$ cat src/rtl/shared_counter_arbiter.sv
// Round-robin time-slice arbiter sharing one WIDTH-bit up-counter among NUM_REQ requesters.
// Optional timeout statistics output enabled by defining SHARED_COUNTER_ARB_STATS_EN.
module shared_counter_arbiter #(
  parameter int NUM_REQ = 4,
  parameter int WIDTH   = 4,
  parameter int QUANTUM = 15,
  localparam int ID_W   = (NUM_REQ > 1) ? $clog2(NUM_REQ) : 1
) (
  input  logic               clk,
  input  logic               reset,
  input  logic [NUM_REQ-1:0] io_req,
  output logic [NUM_REQ-1:0] io_grant,
  output logic [ID_W-1:0]    io_grant_id,
  output logic [WIDTH-1:0]   io_value,
  output logic               io_busy,
`ifdef SHARED_COUNTER_ARB_STATS_EN
  output logic               io_timeout,
  output logic [7:0]         io_timeout_count
`else
  output logic               io_timeout
`endif
);

  typedef enum logic [1:0] {ST_IDLE, ST_GRANT, ST_RELEASE} state_t;

  localparam logic [WIDTH-1:0] QUANTUM_V = WIDTH'(QUANTUM);
  localparam logic [ID_W-1:0]  LAST_ID   = ID_W'(NUM_REQ - 1);

  state_t               state_reg;
  logic [NUM_REQ-1:0]   grant_reg;
  logic [ID_W-1:0]      grant_id_reg;
  logic [WIDTH-1:0]     value_reg;
  logic                 busy_reg;
  logic                 timeout_reg;
  logic [ID_W-1:0]      rr_ptr_reg;

  logic                 sel_found;
  logic [ID_W-1:0]      sel_idx;
  logic [NUM_REQ-1:0]   sel_onehot;
  logic [ID_W-1:0]      rr_next;

  // First requester at or above the rr pointer, wrapping past NUM_REQ-1.
  always_comb begin : arb_scan
    int idx;
    idx        = 0;
    sel_found  = 1'b0;
    sel_idx    = '0;
    for (int k = 0; k < NUM_REQ; k++) begin
      idx = int'(rr_ptr_reg) + k;
      if (idx >= NUM_REQ) idx = idx - NUM_REQ;
      if (!sel_found && io_req[idx[ID_W-1:0]]) begin
        sel_found = 1'b1;
        sel_idx   = idx[ID_W-1:0];
      end
    end
    sel_onehot = NUM_REQ'(1) << sel_idx;
  end

  assign rr_next = (grant_id_reg == LAST_ID) ? '0 : grant_id_reg + 1'b1;

`ifdef SHARED_COUNTER_ARB_STATS_EN
  logic [7:0] timeout_count_reg;
  assign io_timeout_count = timeout_count_reg;
`endif

  always_ff @(posedge clk or posedge reset) begin
    if (reset) begin
      state_reg    <= ST_IDLE;
      grant_reg    <= '0;
      grant_id_reg <= '0;
      value_reg    <= '0;
      busy_reg     <= 1'b0;
      timeout_reg  <= 1'b0;
      rr_ptr_reg   <= '0;
`ifdef SHARED_COUNTER_ARB_STATS_EN
      timeout_count_reg <= '0;
`endif
    end else begin
      timeout_reg <= 1'b0;
      case (state_reg)
        ST_IDLE: begin
          value_reg <= '0;
          if (sel_found) begin
            state_reg    <= ST_GRANT;
            grant_reg    <= sel_onehot;
            grant_id_reg <= sel_idx;
            busy_reg     <= 1'b1;
          end
        end
        ST_GRANT: begin
          // A dropped request takes precedence over the quantum limit.
          if (!io_req[grant_id_reg]) begin
            state_reg <= ST_RELEASE;
            grant_reg <= '0;
            busy_reg  <= 1'b0;
          end else if (value_reg == QUANTUM_V) begin
            state_reg   <= ST_RELEASE;
            grant_reg   <= '0;
            busy_reg    <= 1'b0;
            timeout_reg <= 1'b1;
`ifdef SHARED_COUNTER_ARB_STATS_EN
            if (timeout_count_reg != 8'hFF) timeout_count_reg <= timeout_count_reg + 8'd1;
`endif
          end else begin
            value_reg <= value_reg + 1'b1;
          end
        end
        ST_RELEASE: begin
          value_reg  <= '0;
          rr_ptr_reg <= rr_next;
          state_reg  <= ST_IDLE;
        end
        default: state_reg <= ST_IDLE;
      endcase
    end
  end

  assign io_grant    = grant_reg;
  assign io_grant_id = grant_id_reg;
  assign io_value    = value_reg;
  assign io_busy     = busy_reg;
  assign io_timeout  = timeout_reg;

endmodule

$ cat config.mk
export PLATFORM = sky130hd
export DESIGN_NAME = shared_counter_arbiter
export DESIGN_NICKNAME = d
export VERILOG_FILES = /design/src/rtl/shared_counter_arbiter.sv
export SDC_FILE = /design/constraint.sdc
export NUM_CORES = 1
export LEC_CHECK = 0
export BUFFER_PORTS_ARGS = -buffer_cell sky130_fd_sc_hd__buf_2
export CAP_MARGIN = 20
export CORE_AREA = 2 2 47 67
export CTS_BUF_LIST = sky130_fd_sc_hd__clkbuf_16
export DETAILED_ROUTE_END_ITERATION = 12
export DIE_AREA = 0 0 49 69
export GPL_TIMING_DRIVEN = 0
export MAX_ROUTING_LAYER = met4
export PLACE_DENSITY = 0.59
export SLEW_MARGIN = 20
export SYNTH_ARGS = -nofsm -noshare
export SYNTH_HDL_FRONTEND = slang
export SYNTH_SLANG_ARGS = --single-unit
$ cat constraint.sdc
create_clock -name clk -period 4.75 [get_ports clk]
set_clock_uncertainty 0.05 [all_clocks]
set_input_delay 0.475 -clock clk [delete_from_list [all_inputs] [get_ports clk]]
set_output_delay 0.475 -clock clk [all_outputs]
set_load 0.02 [all_outputs]
# Word-level counts from Yosys, hierarchy flattened
# Index checks and enable logic that the tools add are counted.
# word_totals
output_inout_bits	12
inputBits	6
reg_bits	16
elab_cells	89
# classes
add_sub_neg	9
reduce_logical	14
magnitude_cmp	9
eq_ne	8
n_mux	41
n_shift	1
# ops
op	n
2-to-1 mux 2 bit	12
2-to-1 mux 4 bit	5
case mux 4 bit (2 select lines)	2
< comparator 2 x 3 -> 1 bit, second input constant	5
2-to-1 mux 1 bit	15
binary-select mux 1 bit (select 2 bit)	5
greater-or-equal comparator 3 bit, second input constant	3
subtractor 2 x 1 -> 2 bit, second input constant	4
adder 2 x 2 -> 3 bit, second input constant	2
!= test 2 bit, second input constant	3
AND reduction 3 bit	2
adder 4 x 1 -> 4 bit, second input constant	1
== test 2 bit, second input constant	2
== test 4 bit, second input constant	1
case mux 2 bit (2 select lines)	1
AND reduction 2 bit	2
nonzero test 2 bit	2
<< shifter 1 x 2 -> 4 bit, first input constant	1
adder 2 x 1 -> 3 bit, second input constant	1
greater-or-equal comparator 2 x 3 -> 1 bit, second input constant	1
logical AND 1 bit	3
logical NOT 1 bit	3
!= test 3 bit, second input constant	1
adder 2 x 1 -> 2 bit, second input constant	1
other kinds (4)	4

# Logic depth before layout (Yosys ltp)
# Gate-level depths: netlist of run 1.
# logic_depth
depth_word	17
depth_mapped	5
ltp_nobuf	5

# Worst setup path before layout of run 1
# Ideal clock, no wire load.
# synth_timing
path_kind	register to register
startpoint	reg value_reg[0], in the netlist io_value[0]
endpoint	reg value_reg[3], in the netlist io_value[3]
arrival_ps	1642
required_ps	4581
period_less_slack_ps	1811
path_buffers	0
path_stages_with_launch	6
path_slack_ps	2939
setup_time_ps	119
cell_sequence	dfrtp_1 -> ha_1 -> a31oi_1 -> nand3_1 -> xnor2_1 -> and2_1
# synth_via
elab_chain_len	4
elab_cells_between_ends	7
classes_between	1 x add/sub; 2 x eq/ne; 3 x mux; 1 x reduce/logical
# synth_rtl
element	line	source
start: declaration	32	logic [WIDTH-1:0] value_reg;
start signal: assignment	105	value_reg <= value_reg + 1'b1;
adder 4 x 1 -> 4 bit	105	
2-to-1 mux 4 bit	96	end else if (value_reg == QUANTUM_V) begin
2-to-1 mux 4 bit	92	if (!io_req[grant_id_reg]) begin
case mux 4 bit (2 select lines)	80	case (state_reg)
# Parallel ways exist; a longest one is shown, timed or not. The select of a mux whose other input is x is not followed.
# A chain may end at the register's enable or synchronous reset.

# Final worst setup path of run 1
# layout_timing
startpoint	reg value_reg[0], in the netlist io_value[0]
endpoint	reg value_reg[2], in the netlist io_value[2]
# Same word-level chain as after synthesis.

==> results of run 1 <==
## critical path, cell delays in order (launching register included)
cell and delay (ps):
dfrtp_1 410, ha_1 230, a31oi_1 580, nand3_1 200
xnor2_1 160, and2_1 150
## metal layers
metal	vias up	global-route usage, %
li1	292	-
met1	286	12.8
met2	18	18.7
met3	5	2.16
met4	0	6.67
met5	-	-
## metrics by stage
stage,utilization [%],cells,setup WS (ps)
6_report,36.4,127,2860
2_1_floorplan,-,69,2940
3_5_place_dp,33.6,123,2850
3_3_place_gp,33.6,123,2860
4_1_cts,36.4,127,2850
5_1_grt,36.4,127,2660
## cell families (layout without fill, tap and decap cells)
family	Yosys count	count (layout)	synth area share (%)
buffers and inverters	6	27	2.79
AOI/OAI and AO/OA	20	20	20.7
DFF	16	16	49.7
muxes	3	3	5.59
xor gates and xnor gates	3	3	3.26
and+or+nand+nor	19	19	14.9
adders and majority gates	2	2	3.11
## layout make-up
cell class              count  area [um2]  share of cell area (%)
repair buffers             17        85.1                    8.37
multi-input cells          47         383                    37.7
flip-flops and latches     16         400                    39.4
clock buffers               3        75.1                    7.39
inverters                   6        22.5                    2.22
clock inverters             1        3.75                   0.369
well taps                  37        46.3                    4.56
## final timing paths
check                                 end  depth (start not counted)
setup / recovery              io_value[2]                          5
hold / removal             io_grant_id[0]                          2
max in group asynchronous     io_grant[1]                          2
min in group clk              io_grant[1]                          1
setup reg to reg              io_value[2]                          5
hold reg to reg               io_grant[1]                          1
## where the power goes
group | switching, uW | internal, uW | leakage, uW
Combinational | 157 | 127 | 0.000239
Sequential | 49.6 | 188 | 0.000206
Clock | 55.8 | 112 | 0.0000385
Total | 263 | 427 | 0.000483
## placed cells by master, fill, tap and decap left out, types with 2 or more instances in the layout
| cell type | count |
|---|---|
| buf_2 | 17 |
| dfrtp_1 | 16 |
| inv_1 | 6 |
| o21ai_0 | 3 |
| nand3_1 | 3 |
| xnor2_1 | 3 |
| and2_1 | 3 |
| nand2_1 | 3 |
| clkbuf_16 | 3 |
| o21a_1 | 2 |
| o21bai_1 | 2 |
| nor3b_1 | 2 |
| a22o_1 | 2 |
| mux2_2 | 2 |
| ha_1 | 2 |
==> key figures, run 1 <==
Placed design
  – Final Wtd Congestion: 0.759
  – Detail Placement HPWL: 1210 um
  – PortBufs: 17
  – Area after DPL: 937 um2

CTS
  – H-Tree Level Count: 1
  – Reg clk slew, reported paths: 50 ps
  – Sink Count: 16
  – Clock Tree Buf Depth: 2
  – Root buffer cell: clkbuf_16
  – CTS tree: done
  – Clock Latency Late Sink: 250 ps
  – Post-CTS setup buffer count: 0
  – CTS resizes: 0
  – TritonCTS Buffers: 3
  – CTS Hold Bufs: 0

Logic synthesis
  – Async SR Flop Fraction: 100%
  – Count of cell types in the netlist: 33
  – Register bit total from synthesis: 16
  – Top cell type's share of synthesized area: 49.7%
  – Cells after Synth: 69
  – Most instantiated cells after synthesis: dfrtp_1, inv_1
  – Synth Flop Type: dfrtp_1
  – Top-count cell post-synth: dfrtp_1
  – Synth area leaders: dfrtp_1, xnor2_1, ha_1
  – YS warnings: 0
  – Synthesized net count: 77
  – Sequential share of the synthesized area: 49.7%
  – Cell Area, Synth: 806 um2
  – Largest area contributor in the netlist: dfrtp_1
  – Avg Inst Size Synth: 11.7 um2
  – Post-synth EDFFs: 0

Timing
  – Max Clock Freq: 529 MHz
  – Fin. max-slew vios: 0
  – Setup TNS: 0 ps
  – Worst slew margin: 54.2%
  – Final Cycle Share: 39.8%
  – # setup viols final: 0
  – Minimum clock period: 1890 ps
  – RSZ-0062 raised after global routing: no
  – Final Hold Fails: 0
  – Hold Worst Slack: 240 ps
  – Worst-margin pin slew: 683 ps

Setup path
  – Critical Path Start: io_value[0]
  – Required @ worst endpoint: 4840 ps
  – CP Launch Type: register
  – Worst R2R Setup Slack: 2860 ps
  – CP Max Fanout: 7
  – Worst Path Arrival: 1980 ps
  – FF-to-FF Start: io_value[0]
  – Crit end category: register
  – Kind of critical path: reg -> reg

Floorplanning
  – # IOs: 18
  – Die footprint: 3380 um2
  – Die W: 49 um
  – Starting Density: 28.9%
  – Core ar.: 2790 um2
  – DIE HEIGHT: 69 um
  – Core Rows: 23

Final layout
  – Layout cell share with drive strength beyond 1: 32.2%
  – Finished Cell Area: 1020 um2
  – Layout area overhead: 26.1%
  – Final net count: 99
  – # diodes: 0
  – Fill count: 285

Min path
  – Hold Crit Class: in -> async

Run
  – Maxcap violations: 0

Detailed routing
  – Final WL: 1640 um
  – Drc violations: 0
  – Post-DR wirelength/cell: 12.9 um
  – Met3 wire length: 64 um
  – Vias/cell: 4.73
  – Met1 Wirelength: 704 um
  – Metal2 WL: 820 um
  – Final ANT Viol Nets: 0
  – Iter 0 DRT Violations: 13
  – Top layer in use: met4
  – Drt first pass iters: 4
  – Number of vias in the routed layout: 601

Power and ir drop
  – Leak Pwr: 0.000483 uW
  – Final Power: 690 uW
  – Peak supply drop: 0.246 mV
  – PwrDens: 679 nW/um2

Global route
  – First-pass GRT wire length: 2920 um
  – Initial antenna violation count: 0
  – Largest net degree at the start of global routing: 17
  – Total gr overflow: 0
  – GRT Resource Usage Total: 11.4%
  – Vias in the first global route: 644

Outcome
  – Run status: completed
(Power assumes the default switching activity.)
==> run 2, diff against run 1 <==
- clock period: 4.75 -> 1.8 ns (I/O delays scaled with it)
==> run 2 against run 1 <==
  * Critical path depth unchanged
  * Global-route usage is 0.69 points lower
  * Routed wire length down 2.8%
  * Register-to-register slack worse by 2800 ps
  * Count of clock-buffer cells in the layout did not move
  * Sequential power grew to 2.7 times the previous value
  * Flip-flop and latch count is the same
  * Sequential share of layout area is 0.97 points lower
  * Via count grew 1.3%
  * Utilization up 1.0 points
  * Clock power increased by 150%
  * Critical endpoint is now io_value[0]
==> key figures, run 2 (synthesis gave the netlist of run 1 again) <==
Setup path
  – CP Launch Type: register
  – CP Max Fanout: 7
  – Kind of critical path: reg -> reg
  – Worst reg2reg path endpoint: io_value[0]
  – Number of cells on the worst reg-to-reg path: 5
  – Worst R2R Setup Slack: 100 ps
  – FF-to-FF Start: io_value[0]
  – Worst Path Arrival: 1780 ps
  – Crit end category: register
  – Required @ worst endpoint: 1880 ps

Floorplanning
  – # IOs: 18
  – Core ar.: 2790 um2
  – Die W: 49 um
  – DIE HEIGHT: 69 um
  – Die footprint: 3380 um2
  – Starting Density: 28.9%
  – Core Rows: 23

Global route
  – Largest net degree at the start of global routing: 17
  – Total gr overflow: 0
  – Routing usage on met1: 11.5%
  – Met2 usage: 17.4%
  – GRT Resource Usage Total: 10.7%
  – Met3 Track Usage GR: 2.38%
  – First-pass GRT wire length: 2740 um
  – Grt peak-use layer: met2
  – Vias in the first global route: 631
  – Initial antenna violation count: 0

Final layout
  – Most frequent cells in the layout: buf_2, dfrtp_1, inv_1
  – Layout cell share with drive strength beyond 1: 35.9%
  – # diodes: 0
  – Commonest non-fill, non-tap cell in the layout: buf_2
  – Final net count: 102
  – Layout area overhead: 29.7%
  – Final cell count without fillers: 129
  – Fill count: 299

Placed design
  – Final Wtd Congestion: 0.771
  – PortBufs: 17
  – Placed Cells incl. Taps: 123
  – Detail Placement HPWL: 1150 um

Power and ir drop
  – PwrDens: 1750 nW/um2
  – Peak supply drop: 0.742 mV
  – Leak Pwr: 0.000495 uW

CTS
  – CTS tree: done
  – Reg clk slew, reported paths: 50 ps
  – Root buffer cell: clkbuf_16
  – TritonCTS Buffers: 3
  – Sink Count: 16
  – Clock Tree Buf Depth: 2
  – Clock Latency Late Sink: 240 ps
  – H-Tree Level Count: 1

Timing
  – Minimum clock period: 1700 ps
  – RSZ-0062 raised after global routing: no
  – # setup viols final: 0
  – Worst slew margin: 58.1%
  – Setup TNS: 0 ps
  – Max Clock Freq: 587 MHz
  – Final Cycle Share: 94.6%
  – Fin. max-slew vios: 0
  – Worst-margin pin slew: 628 ps
  – Final Hold Fails: 0

Detailed routing
  – Number of vias in the routed layout: 609
  – Final WL: 1590 um
  – Drt first pass iters: 4
  – Drc violations: 0
  – Post-DR wirelength/cell: 12.3 um
  – Vias/cell: 4.72
  – Iter 0 DRT Violations: 12
  – Final ANT Viol Nets: 0

Min path
  – Sink of the worst hold path: io_grant[1]
  – Hold Crit Class: in -> reg
  – Hold path cells: 3
  – Hold path start: io_req[3]

Run
  – Maxcap violations: 0

Outcome
  – Run status: completed
[run 2: worst max path at each step]
stage / depth (start not counted) / slack (ps) / startpoint / to
5_1_grt: 5 / 10 / io_value[0] / io_value[3]
3_3_place_gp: 4 / 60 / io_grant_id[0] / io_grant[2]
2_1_floorplan: 4 / 20 / io_grant_id[0] / io_grant[0]
6_report: 5 / 100 / io_value[0] / io_value[0]
3_5_place_dp: 4 / 40 / io_grant_id[0] / io_grant[0]
4_1_cts: 4 / 40 / io_grant_id[0] / io_grant[0]
[run 2: area by class of cell]
| type | instances | area (um2) | share of cell area [%] |
|---|---|---|---|
| Inverter | 6 | 22.5 | 2.16 |
| Multi-Input combinational cell | 47 | 389 | 37.2 |
| Timing Repair Buffer | 20 | 110 | 10.5 |
| Sequential cell | 16 | 402 | 38.4 |
| Tap cell | 37 | 46.3 | 4.43 |
| Clock buffer | 3 | 75.1 | 7.19 |
[run 2: critical path, cell delays in order (launching register included)]
cell	delay, ps
dfrtp_1	410
ha_1	240
a31oi_2	420
nand2_1	170
xnor2_1	160
and2_1	150
[run 2: layer usage]
layer / vias up / share of wire, %
met5: - / 0
met1: 294 / 43
met2: 14 / 51
li1: 299 / -
met3: 2 / 4.3
met4: 0 / 1.3
[run 2: power breakdown]
group	leakage, uW	switching, uW	internal, uW
Sequential	0.000205	135	498
Combinational	0.000253	416	365
Clock	0.0000370	128	291
Total	0.000495	680	1150
[run 2: stage by stage]
stage	instance area [um2]	utilization [%]	setup slack [ps]	hold slack (ps)	power [uW]
4_1_cts	1030	36.8	43.0	322	1830
3_5_place_dp	943	33.8	42.7	247	1390
5_1_grt	1040	37.4	13.9	376	1960
6_report	1040	37.4	97.2	318	1830
3_3_place_gp	943	33.8	58.6	243	1380
2_1_floorplan	812	-	24.5	43.7	1190
[run 2: timing repair]
item,in CTS,in global routing
hold buffers,1,0
setup endpoints to repair,0,3
endpoints found under the hold margin,16,0
setup buffers,0,2
resized for setup,0,1
==> run 3, diff against run 2 <==
- CORE_AREA: 2 2 47 67 -> 2 2 46 48
- DIE_AREA: 0 0 49 69 -> 0 0 48 50
- PLACE_DENSITY: 0.59 -> 0.76
==> run 3 against run 2 <==
  * Setup slack got worse by 1.0 ps
  * Flip-flop and latch count did not move
  * Die area fell by 29%
  * Largest power group unchanged
  * Highest routed layer unchanged
==> key figures, run 3 (synthesis gave the netlist of run 1 again) <==
Outcome
  – Run status: completed

CTS
  – TritonCTS Buffers: 3
  – Root buffer cell: clkbuf_16
  – Clock Latency Late Sink: 240 ps
  – Reg clk slew, reported paths: 50 ps
  – CTS resizes: 0
  – H-Tree Level Count: 1
  – Clock Tree Buf Depth: 2
  – Sink Count: 16
  – CTS tree: done

Setup path
  – Worst Path Arrival: 1780 ps
  – Largest stage delay on the critical path: 590 ps
  – Crit end category: register
  – Slowest cell on crit path: mux4_2
  – Critical Path Start: io_grant_id[0]
  – Kind of critical path: reg -> reg
  – Worst path cell trace: mux4_2 > a21oi_4 > nor2_2 > a22o_1
  – FF-to-FF Start: io_grant_id[0]
  – CP Max Fanout: 5
  – Required @ worst endpoint: 1880 ps
  – CP Launch Type: register

Final layout
  – Layout area overhead: 27.0%
  – Commonest non-fill, non-tap cell in the layout: buf_2
  – Final cell count without fillers: 118
  – Final net count: 101
  – Most frequent cells in the layout: buf_2, dfrtp_1, inv_1
  – Layout cell share with drive strength beyond 1: 34.1%
  – # diodes: 0

Global route
  – Largest net degree at the start of global routing: 17
  – Vias in the first global route: 545
  – GRT Resource Usage Total: 15.1%
  – First-pass GRT wire length: 2480 um
  – Total gr overflow: 0
  – Initial antenna violation count: 0

Floorplanning
  – Core Rows: 16
  – DIE HEIGHT: 50 um
  – Die W: 48 um
  – # IOs: 18
  – Core ar.: 1900 um2
  – Die footprint: 2400 um2
  – Starting Density: 42.4%

Detailed routing
  – Iter 0 DRT Violations: 9
  – Number of vias in the routed layout: 610
  – Final WL: 1560 um
  – Vias/cell: 5.17
  – Drc violations: 0
  – Post-DR wirelength/cell: 13.2 um
  – Drt first pass iters: 4
  – Final ANT Viol Nets: 0

Timing
  – RSZ-0062 raised after global routing: no
  – # setup viols final: 0
  – Final Hold Fails: 0
  – Setup TNS: 0 ps
  – Final WS setup: 96.1 ps
  – Max Clock Freq: 587 MHz
  – Worst-margin pin slew: 603 ps
  – Final Cycle Share: 94.7%
  – Minimum clock period: 1700 ps
  – Worst slew margin: 59.8%
  – Fin. max-slew vios: 0

Placed design
  – Detail Placement HPWL: 1140 um
  – PortBufs: 17
  – DP Worst Slack: 19.9 ps
  – Placed Cells incl. Taps: 113
  – Final Wtd Congestion: 0.743

Power and ir drop
  – PwrDens: 1780 nW/um2
  – Peak supply drop: 0.799 mV
  – Leak Pwr: 0.000491 uW

Min path
  – Hold path start: io_req[3]
  – Hold Crit Class: in -> reg

Run
  – Maxcap violations: 0
==> run 3: cell count changes in the layout (fill, tap and decap cells not counted) <==
cell,previous run,this run
buf_4,2,1
dfrtp_2,1,0
dfrtp_1,15,16
==> run 3: worst paths after layout <==
kind / slack, ps / endpoint / depth (start not counted)
setup / recovery: 100 / io_grant[0] / 4
hold / removal: 340 / io_grant[1] / 3
setup reg to reg: 100 / io_grant[0] / 4
hold reg to reg: 450 / io_grant[3] / 1
max in group asynchronous: 810 / io_value[3] / 3
min in group asynchronous: 500 / io_grant[1] / 3
==> run 3: metal layers <==
metal	GRT usage, %	up-vias	wire (um)	share of wire (%)
li1	-	300	-	-
met2	21.1	12	739	47
met4	9.46	0	40	2.6
met1	20.7	294	753	48
met3	1.10	4	28	1.8
met5	-	-	0	0
==> run 3: through the flow <==
step                cell area (um2)  power (uW)  utilization [%]  hold slack (ps)
finish                         1020        1820             53.8              342
global route                   1020        1940             53.8              384
CTS                            1020        1820             53.4              346
detailed placement              931        1400             48.9              223
global placement                931        1370             48.9              215
floorplan                       812        1190                -             43.7
==> run 3: layout make-up <==
type	count	area (um2)
well taps	27	33.8
inverters	6	22.5
fillers	165	878
clock buffers	3	75.1
multi-input cells	47	389
repair buffers	19	103
flip-flops and latches	16	400
==> run 3: power breakdown <==
group	switching, uW	internal, uW
combinational	422	352
sequential	136	496
clock	123	290
total	681	1140
==> run 3: critical path: cells and delay by family (launching register included) <==
family             cells  cell delay [ps]
DFF                    1              430
and+or+nand+nor        1               80
AOI/OAI and AO/OA      2              440
muxes                  1              590
==> run 3: timing repair <==
action,CTS,global route
hold buffers,1,0
buffers inserted,0,1
endpoints found under the hold margin,16,0
endpoints found under the setup margin,0,3
